## src/rtl/hdmi_data_decoder.sv

```systemverilog
// HDMI data-island packet decoder: rebuilds 32-slot packets from TERC4-decoded nibbles,
// checks the BCH header/subpacket ECC, and extracts ACR CTS/N and L/R audio samples.
module hdmi_data_decoder (
    input  logic         i_pixclk,
    input  logic         i_reset_n,
    input  logic         i_data,
    input  logic [3:0]   i_d0,
    input  logic [3:0]   i_d1,
    input  logic [3:0]   i_d2,
    output logic         o_pkt_valid,
    output logic [23:0]  o_pkt_hdr,
    output logic [223:0] o_pkt_sub,
    output logic         o_hdr_err,
    output logic [3:0]   o_sub_err,
    output logic         o_sync_err,
    output logic         o_acr_valid,
    output logic [19:0]  o_cts,
    output logic [19:0]  o_n,
    output logic         o_audio_valid,
    output logic [15:0]  o_audio_l,
    output logic [15:0]  o_audio_r,
    output logic         o_audio_b,
    output logic         o_audio_par_err
);

    localparam logic [7:0] BCH_POLY   = 8'hC1;
    localparam logic [7:0] TYPE_ACR   = 8'h01;
    localparam logic [7:0] TYPE_AUDIO = 8'h02;

    typedef enum logic {IDLE, RECV} state_t;

    typedef struct packed {
        logic [15:0] l;
        logic [15:0] r;
        logic        b;
        logic        par_err;
    } sample_t;

    function automatic logic [7:0] lfsr_step(input logic [7:0] c, input logic b);
        return {c[6:0], 1'b0} ^ ((c[7] ^ b) ? BCH_POLY : 8'h00);
    endfunction

    // Returns {err, lfsr}: data slots advance the LFSR, parity slots compare and shift out.
    function automatic logic [8:0] hdr_step(input logic [7:0] c, input logic bad,
                                            input logic par, input logic b);
        if (!par)
            return {bad, lfsr_step(c, b)};
        return {bad | (b != c[7]), c[6:0], 1'b0};
    endfunction

    function automatic logic [8:0] sub_step(input logic [7:0] c, input logic bad,
                                            input logic par, input logic e, input logic o);
        if (!par)
            return {bad, lfsr_step(lfsr_step(c, e), o)};
        return {bad | (e != c[7]) | (o != c[6]), c[5:0], 2'b00};
    endfunction

    // hsync/vsync ride on ch0 but carry nothing for packet decoding.
    logic unused_sync;
    assign unused_sync = ^i_d0[1:0];

    state_t      state, state_n;
    logic [4:0]  offset, offset_n, slot;
    logic        capture, sync_err_n, pkt_done;
    logic        first_slot, hdr_par_slot, sub_par_slot;

    // NOTE: every variable written here gets a default first, so no path can infer a latch.
    always_comb begin
        state_n    = state;
        offset_n   = offset;
        slot       = offset;
        capture    = 1'b0;
        sync_err_n = 1'b0;
        case (state)
            IDLE: begin
                if (i_data && !i_d0[3]) begin
                    capture  = 1'b1;
                    slot     = 5'd0;
                    state_n  = RECV;
                    offset_n = 5'd1;
                end
            end
            RECV: begin
                if (!i_data) begin
                    state_n    = IDLE;
                    offset_n   = 5'd0;
                    sync_err_n = (offset != 5'd0);
                end else begin
                    capture = 1'b1;
                    if (!i_d0[3] && offset != 5'd0) begin
                        sync_err_n = 1'b1;
                        slot       = 5'd0;
                    end
                    offset_n = slot + 5'd1;
                end
            end
            default: state_n = IDLE;
        endcase
    end

    assign first_slot   = (slot == 5'd0);
    assign hdr_par_slot = (slot >= 5'd24);
    assign sub_par_slot = (slot >= 5'd28);
    assign pkt_done     = capture && (slot == 5'd31);

    logic [7:0]  hdr_crc;
    logic        hdr_bad;
    logic [8:0]  hdr_next;
    logic [23:0] hdr_data;

    assign hdr_next = hdr_step(first_slot ? 8'h00 : hdr_crc, first_slot ? 1'b0 : hdr_bad,
                               hdr_par_slot, i_d0[2]);

    // NOTE: state and checkers use non-blocking assignments so every register samples pre-edge values.
    always_ff @(posedge i_pixclk or negedge i_reset_n) begin
        if (!i_reset_n) begin
            state   <= IDLE;
            offset  <= 5'd0;
            hdr_crc <= 8'h00;
            hdr_bad <= 1'b0;
        end else begin
            state  <= state_n;
            offset <= offset_n;
            if (capture)
                {hdr_bad, hdr_crc} <= hdr_next;
        end
    end

    // NOTE: payload storage has no reset; every bit is rewritten before a packet can complete.
    always_ff @(posedge i_pixclk) begin
        if (capture && !hdr_par_slot)
            hdr_data <= {i_d0[2], hdr_data[23:1]};
    end

    logic [223:0]      sub_data;
    logic [3:0]        sub_bad_n;
    sample_t [3:0]     sample_in;

    for (genvar k = 0; k < 4; k++) begin : g_sub
        logic [7:0]  crc;
        logic        bad;
        logic [8:0]  next;
        logic [55:0] data;
        logic        par_err;

        assign next = sub_step(first_slot ? 8'h00 : crc, first_slot ? 1'b0 : bad,
                               sub_par_slot, i_d1[k], i_d2[k]);

        always_ff @(posedge i_pixclk or negedge i_reset_n) begin
            if (!i_reset_n) begin
                crc <= 8'h00;
                bad <= 1'b0;
            end else if (capture) begin
                {bad, crc} <= next;
            end
        end

        always_ff @(posedge i_pixclk) begin
            if (capture && !sub_par_slot)
                data <= {i_d2[k], i_d1[k], data[55:2]};
        end

        assign par_err = (data[51] != ^{data[23:0], data[50:48]}) |
                         (data[55] != ^{data[47:24], data[54:52]});

        assign sub_bad_n[k]         = next[8];
        assign sub_data[56*k +: 56] = data;
        assign sample_in[k]         = {data[23:8], data[47:32], hdr_data[20+k], par_err};
    end

    logic        acr_ok;
    logic [3:0]  aud_mask;
    logic [55:0] sub0;

    assign sub0     = sub_data[55:0];
    assign acr_ok   = (hdr_data[7:0] == TYPE_ACR) && !hdr_next[8] && !sub_bad_n[0];
    assign aud_mask = (hdr_data[7:0] == TYPE_AUDIO && !hdr_next[8]) ?
                      (hdr_data[11:8] & ~sub_bad_n) : 4'b0000;

    always_ff @(posedge i_pixclk or negedge i_reset_n) begin
        if (!i_reset_n) begin
            o_pkt_valid <= 1'b0;
            o_pkt_hdr   <= 24'h0;
            o_pkt_sub   <= 224'h0;
            o_hdr_err   <= 1'b0;
            o_sub_err   <= 4'h0;
            o_sync_err  <= 1'b0;
            o_acr_valid <= 1'b0;
            o_cts       <= 20'h0;
            o_n         <= 20'h0;
        end else begin
            o_pkt_valid <= pkt_done;
            o_sync_err  <= sync_err_n;
            o_acr_valid <= pkt_done && acr_ok;
            if (pkt_done) begin
                o_pkt_hdr <= hdr_data;
                o_pkt_sub <= sub_data;
                o_hdr_err <= hdr_next[8];
                o_sub_err <= sub_bad_n;
            end
            if (pkt_done && acr_ok) begin
                o_cts <= {sub0[11:8], sub0[23:16], sub0[31:24]};
                o_n   <= {sub0[35:32], sub0[47:40], sub0[55:48]};
            end
        end
    end

    // Sample buffer: loaded when a packet completes, drained lowest subpacket first.
    sample_t [3:0] buf_q;
    logic [3:0]    pend;
    logic [3:0]    pend_clr;
    logic [1:0]    sel;

    always_comb begin
        sel = 2'd0;
        casez (pend)
            4'b???1: sel = 2'd0;
            4'b??10: sel = 2'd1;
            4'b?100: sel = 2'd2;
            4'b1000: sel = 2'd3;
            default: sel = 2'd0;
        endcase
        pend_clr = 4'b0001 << sel;
    end

    always_ff @(posedge i_pixclk) begin
        if (pkt_done)
            buf_q <= sample_in;
    end

    always_ff @(posedge i_pixclk or negedge i_reset_n) begin
        if (!i_reset_n) begin
            pend            <= 4'h0;
            o_audio_valid   <= 1'b0;
            o_audio_l       <= 16'h0;
            o_audio_r       <= 16'h0;
            o_audio_b       <= 1'b0;
            o_audio_par_err <= 1'b0;
        end else begin
            if (pkt_done)
                pend <= aud_mask;
            else
                pend <= pend & ~pend_clr;
            o_audio_valid <= |pend;
            if (|pend)
                {o_audio_l, o_audio_r, o_audio_b, o_audio_par_err} <= buf_q[sel];
        end
    end

endmodule

```

## config.mk

```make
export PLATFORM = sky130hd
export DESIGN_NAME = hdmi_data_decoder
export DESIGN_NICKNAME = d
export VERILOG_FILES = /design/src/rtl/hdmi_data_decoder.sv
export SDC_FILE = /design/constraint.sdc
export NUM_CORES = 1
export LEC_CHECK = 0
export CORE_ASPECT_RATIO = 0.9
export CORE_UTILIZATION = 50
export DETAILED_ROUTE_END_ITERATION = 8
export PLACE_DENSITY = 0.76
export SYNTH_ARGS = -nofsm -noshare
export SYNTH_HDL_FRONTEND = slang
export SYNTH_SLANG_ARGS = --single-unit
```

## constraint.sdc

```tcl
create_clock -name i_pixclk -period 8.4 [get_ports i_pixclk]
set_clock_uncertainty 0.1 [all_clocks]
set_input_delay 1.68 -clock i_pixclk [delete_from_list [all_inputs] [get_ports i_pixclk]]
set_output_delay 1.68 -clock i_pixclk [all_outputs]
set_load 0.02 [all_outputs]
```

==> impl_results.md <==
- Crit share post-route: 0.6103
- Post-Route WL: 72.52 mm
- Post-layout instance area: 36600 sq um
- Fillers: 4363
- Clock-pin slew on the worst setup and hold paths: 0.06 ns
- TritonCTS Buffers: 77
- PD cells: 225.2 nW/um^2
- Critical path class: in2reg
- First-pass GRT wire length: 111.0 mm
- GR peak layer: met2
- Largest net degree at the start of global routing: 194
- DR vias/cell: 5.378
- Post-Synth XOR/XNOR Area: 0.07266
- Slew HR: 0.2284
- Total number of vias: 18730
- Post-CTS setup repair buffer count: 0
- CTS tree: done
- Worst slew pin tran: 1.154 ns
- Number of global-route vias before repair: 18724
- Asr flop ratio synth: 0.5013
- Synth unique cells: 62
- Syn-to-layout area delta: 22.38%
- DP Area: 34100 sq um
- Reg area: 21190 sq um
- IO Count: 346
- Antenna violations before repair: 0
- Clock latency on the worst-skew pair: 0.61 ns
- Post-synthesis simple-gate area fraction: 0.1283
- N_diodes: 0
- Core area: 58750 sq um
- VDD IR max: 156.4 uV
- Synthesized flop and latch total: 770
- Pre-Repair DR Iteration Count: 7
- Total global-route track usage: 0.2410
- Status: completed
- Longest Clk Path Bufs: 3
- Final Slew Violations: 0
- Adder-Cell Fraction of Synth Area: 0.0004183
- Final setup viols: 0
- Setup TNS: 0 ns
- Synth Instances: 2316
- Compound-cell area share of the yosys netlist: 0.03924
- RePlAce Congestion: 0.8270
- Crit path max fanout: 70
- Largest family of logic cells by synthesized area: simple AND/OR/NAND/NOR gates
- Reg-to-reg setup timing slack: 4.38 ns
- Switch Pwr: 1.912 mW
- Commonest non-fill, non-tap cell in the layout: nand2_1
- Combinational Power Share: 0.074
- Met1 Use GR: 0.3206
- CP Launch Type: primary input
- Hold_buf cts: 0
- LEAKAGE: 15.66 nW
- Clock power share: 0.411
- Crit. End Element: flip-flop
- Post-layout util: 0.6230
- Gr ovfl total: 0
- Die height: 234.0 um
- RSZ-0062 raised after global routing: false
- Net Count, Synth: 2332
- Hold Path Stages: 0
- Layout cells sized above 1: 0.09192
- Sink Count: 770
- Root Buffer: clkbuf_16
- Mux share of post-synthesis cell area: 0.03455
- Hold crit path type: reg2reg
- H-tree Lvls: 3
- Internal Power: 6.332 mW
- I/O Buffers: 343
- Arrival @ worst endpoint: 5.51 ns
- Die area: 60810 sq um
- Die W: 259.8 um
- Final Hold Fails: 0
- Met2 usage: 0.4027
- CP required: 8.78 ns
- Final HPWL DP: 47.40 mm
- Initial core utilization: 0.5091
- CTS resizes: 0
- Multi-input gate area: 8268 sq um
- R2R cell count: 5
- Fin crit period: 5.126 ns
- Switching Share: 0.2319
- Antenna viol nets, final: 0
- FMAX: 0.1951 GHz
- FP Rows: 84
- Synth Warn #: 0
- Iter 0 DRT Violations: 1818
- Most frequent cells in the layout: nand2_1 (826), dfrtp_1 (386), edfxtp_1 (384)
- Post-synth EDFFs: 384
- Max cap viols: 0
- # DRC: 0
- WL/cell: 20.82 um
- Post-synthesis sequential area ratio: 0.7084
- Final #Nets: 2661
- Dominant synthesized flop cell: dfrtp_1
- Mapped Area: 29910 sq um
- Seq pwr share: 0.515
- Met3 usage: 0.05199
- Synthesized area per cell: 12.92 sq um
-- worst paths after layout --
path	startpoint	to
setup / recovery	i_d0[3]	o_cts[4]$_DFFE_PN0P_
hold / removal	hdr_data[14]$_DFFE_PP_	hdr_data[13]$_DFFE_PP_
setup reg to reg	offset[3]$_DFFE_PN0P_	o_cts[4]$_DFFE_PN0P_
hold reg to reg	hdr_data[14]$_DFFE_PP_	hdr_data[13]$_DFFE_PP_
max in group asynchronous	i_reset_n	o_pkt_sub[198]$_DFFE_PN0P_
min in group asynchronous	i_reset_n	o_pkt_sub[60]$_DFFE_PN0P_
-- synth_stat cells, drive strengths merged (2+ instances only) --
| cell type | count | area (sq um) |
|---|---|---|
| nand2 | 827 | 3104 |
| dfrtp | 386 | 9659 |
| edfxtp | 384 | 11530 |
| xnor2 | 177 | 1550 |
| clkbuf | 90 | 337.8 |
| mux2 | 77 | 1013 |
| nor2 | 59 | 221.5 |
| a21oi | 48 | 240.2 |
| nand3 | 35 | 192.7 |
| a222oi | 34 | 340.3 |
| o21ai | 32 | 163.9 |
| xor2 | 30 | 262.8 |
| buf | 20 | 122.6 |
| xnor3 | 16 | 360.4 |
| a31o | 10 | 87.58 |
| a31oi | 9 | 56.30 |
| inv | 7 | 26.27 |
| and3 | 6 | 37.54 |
| a22o | 5 | 43.79 |
| nor4 | 5 | 61.31 |
| o211ai | 5 | 37.54 |
| a221oi | 4 | 41.29 |
| and2 | 4 | 25.02 |
| nor3b | 4 | 30.03 |
| nor4bb | 4 | 40.04 |
| a21boi | 3 | 22.52 |
| nor2b | 3 | 18.77 |
| nor4b | 3 | 26.28 |
| o221ai | 3 | 26.28 |
| or4b | 3 | 30.03 |
| mux2i | 2 | 20.02 |
| nand4b | 2 | 23.77 |
| o31ai | 2 | 15.01 |
-- registers in the layout, summed over array words and instances, names as in the netlist, 4 cells and up --
signal / cells
buf_q: 136
g_sub.data: 224
hdr_data: 24
o_audio_r: 16
o_pkt_hdr: 24
pend: 4
o_sub_err: 4
g_sub.bad: 4
g_sub.crc: 32
hdr_crc: 8
o_cts: 20
o_pkt_sub: 224
o_audio_l: 16
offset: 5
o_n: 20
-- power by group through the flow --
stage | clock network (mW) | logic (mW) | registers [mW]
floorplan | 0 | 0.470 | 4.26
global placement | 0 | 0.586 | 4.31
detailed placement | 0 | 0.611 | 4.32
CTS | 3.44 | 0.616 | 4.24
global route | 3.60 | 0.666 | 4.26
finish | 3.39 | 0.610 | 4.25
-- final cells by class --
type / count / area share
Timing Repair Buffer: 360 / 0.09913
Clock inverter: 45 / 0.009366
Tap cell: 774 / 0.02646
Sequential cell: 770 / 0.5789
Inverter: 8 / 0.001231
Clock buffer: 98 / 0.05903
Multi-Input combinational cell: 1428 / 0.2259
-- cells by family after synthesis --
group	count (synthesis)
AND/OR/NAND/NOR	959
adder cells (fa/ha/maj)	1
multiplexers	79
flip-flops	770
XOR/XNOR	223
AO/OA/AOI/OAI	166
buffers and inverters	118
-- metrics by stage --
| step | power, mW | hold slack [ns] | std cells | setup slack, ns |
|---|---|---|---|---|
| 2_1_floorplan | 4.733 | 0.3262 | 2316 | 1.157 |
| 3_3_place_gp | 4.893 | 0.3411 | 3340 | 2.816 |
| 3_5_place_dp | 4.928 | 0.3381 | 3340 | 2.685 |
| 4_1_cts | 8.303 | 0.3568 | 3483 | 3.318 |
| 5_1_grt | 8.524 | 0.3657 | 3483 | 3.084 |
| 6_report | 8.244 | 0.3485 | 3483 | 3.274 |
-- worst max-delay path, cell delays in order --
cell,delay (ns)
clkdlybuf4s50_1,0.65
and3_1,0.32
nand3_4,0.71
nor4_4,0.55
nand4b_4,0.91
mux2_4,0.63
-- per-layer routing --
metal / share of wire / vias to the layer above
li1: - / 8526
met1: 0.41 / 9500
met2: 0.50 / 606
met3: 0.064 / 98
met4: 0.022 / 0
met5: 0 / -
No activity file was read; power rests on OpenSTA's default activity.
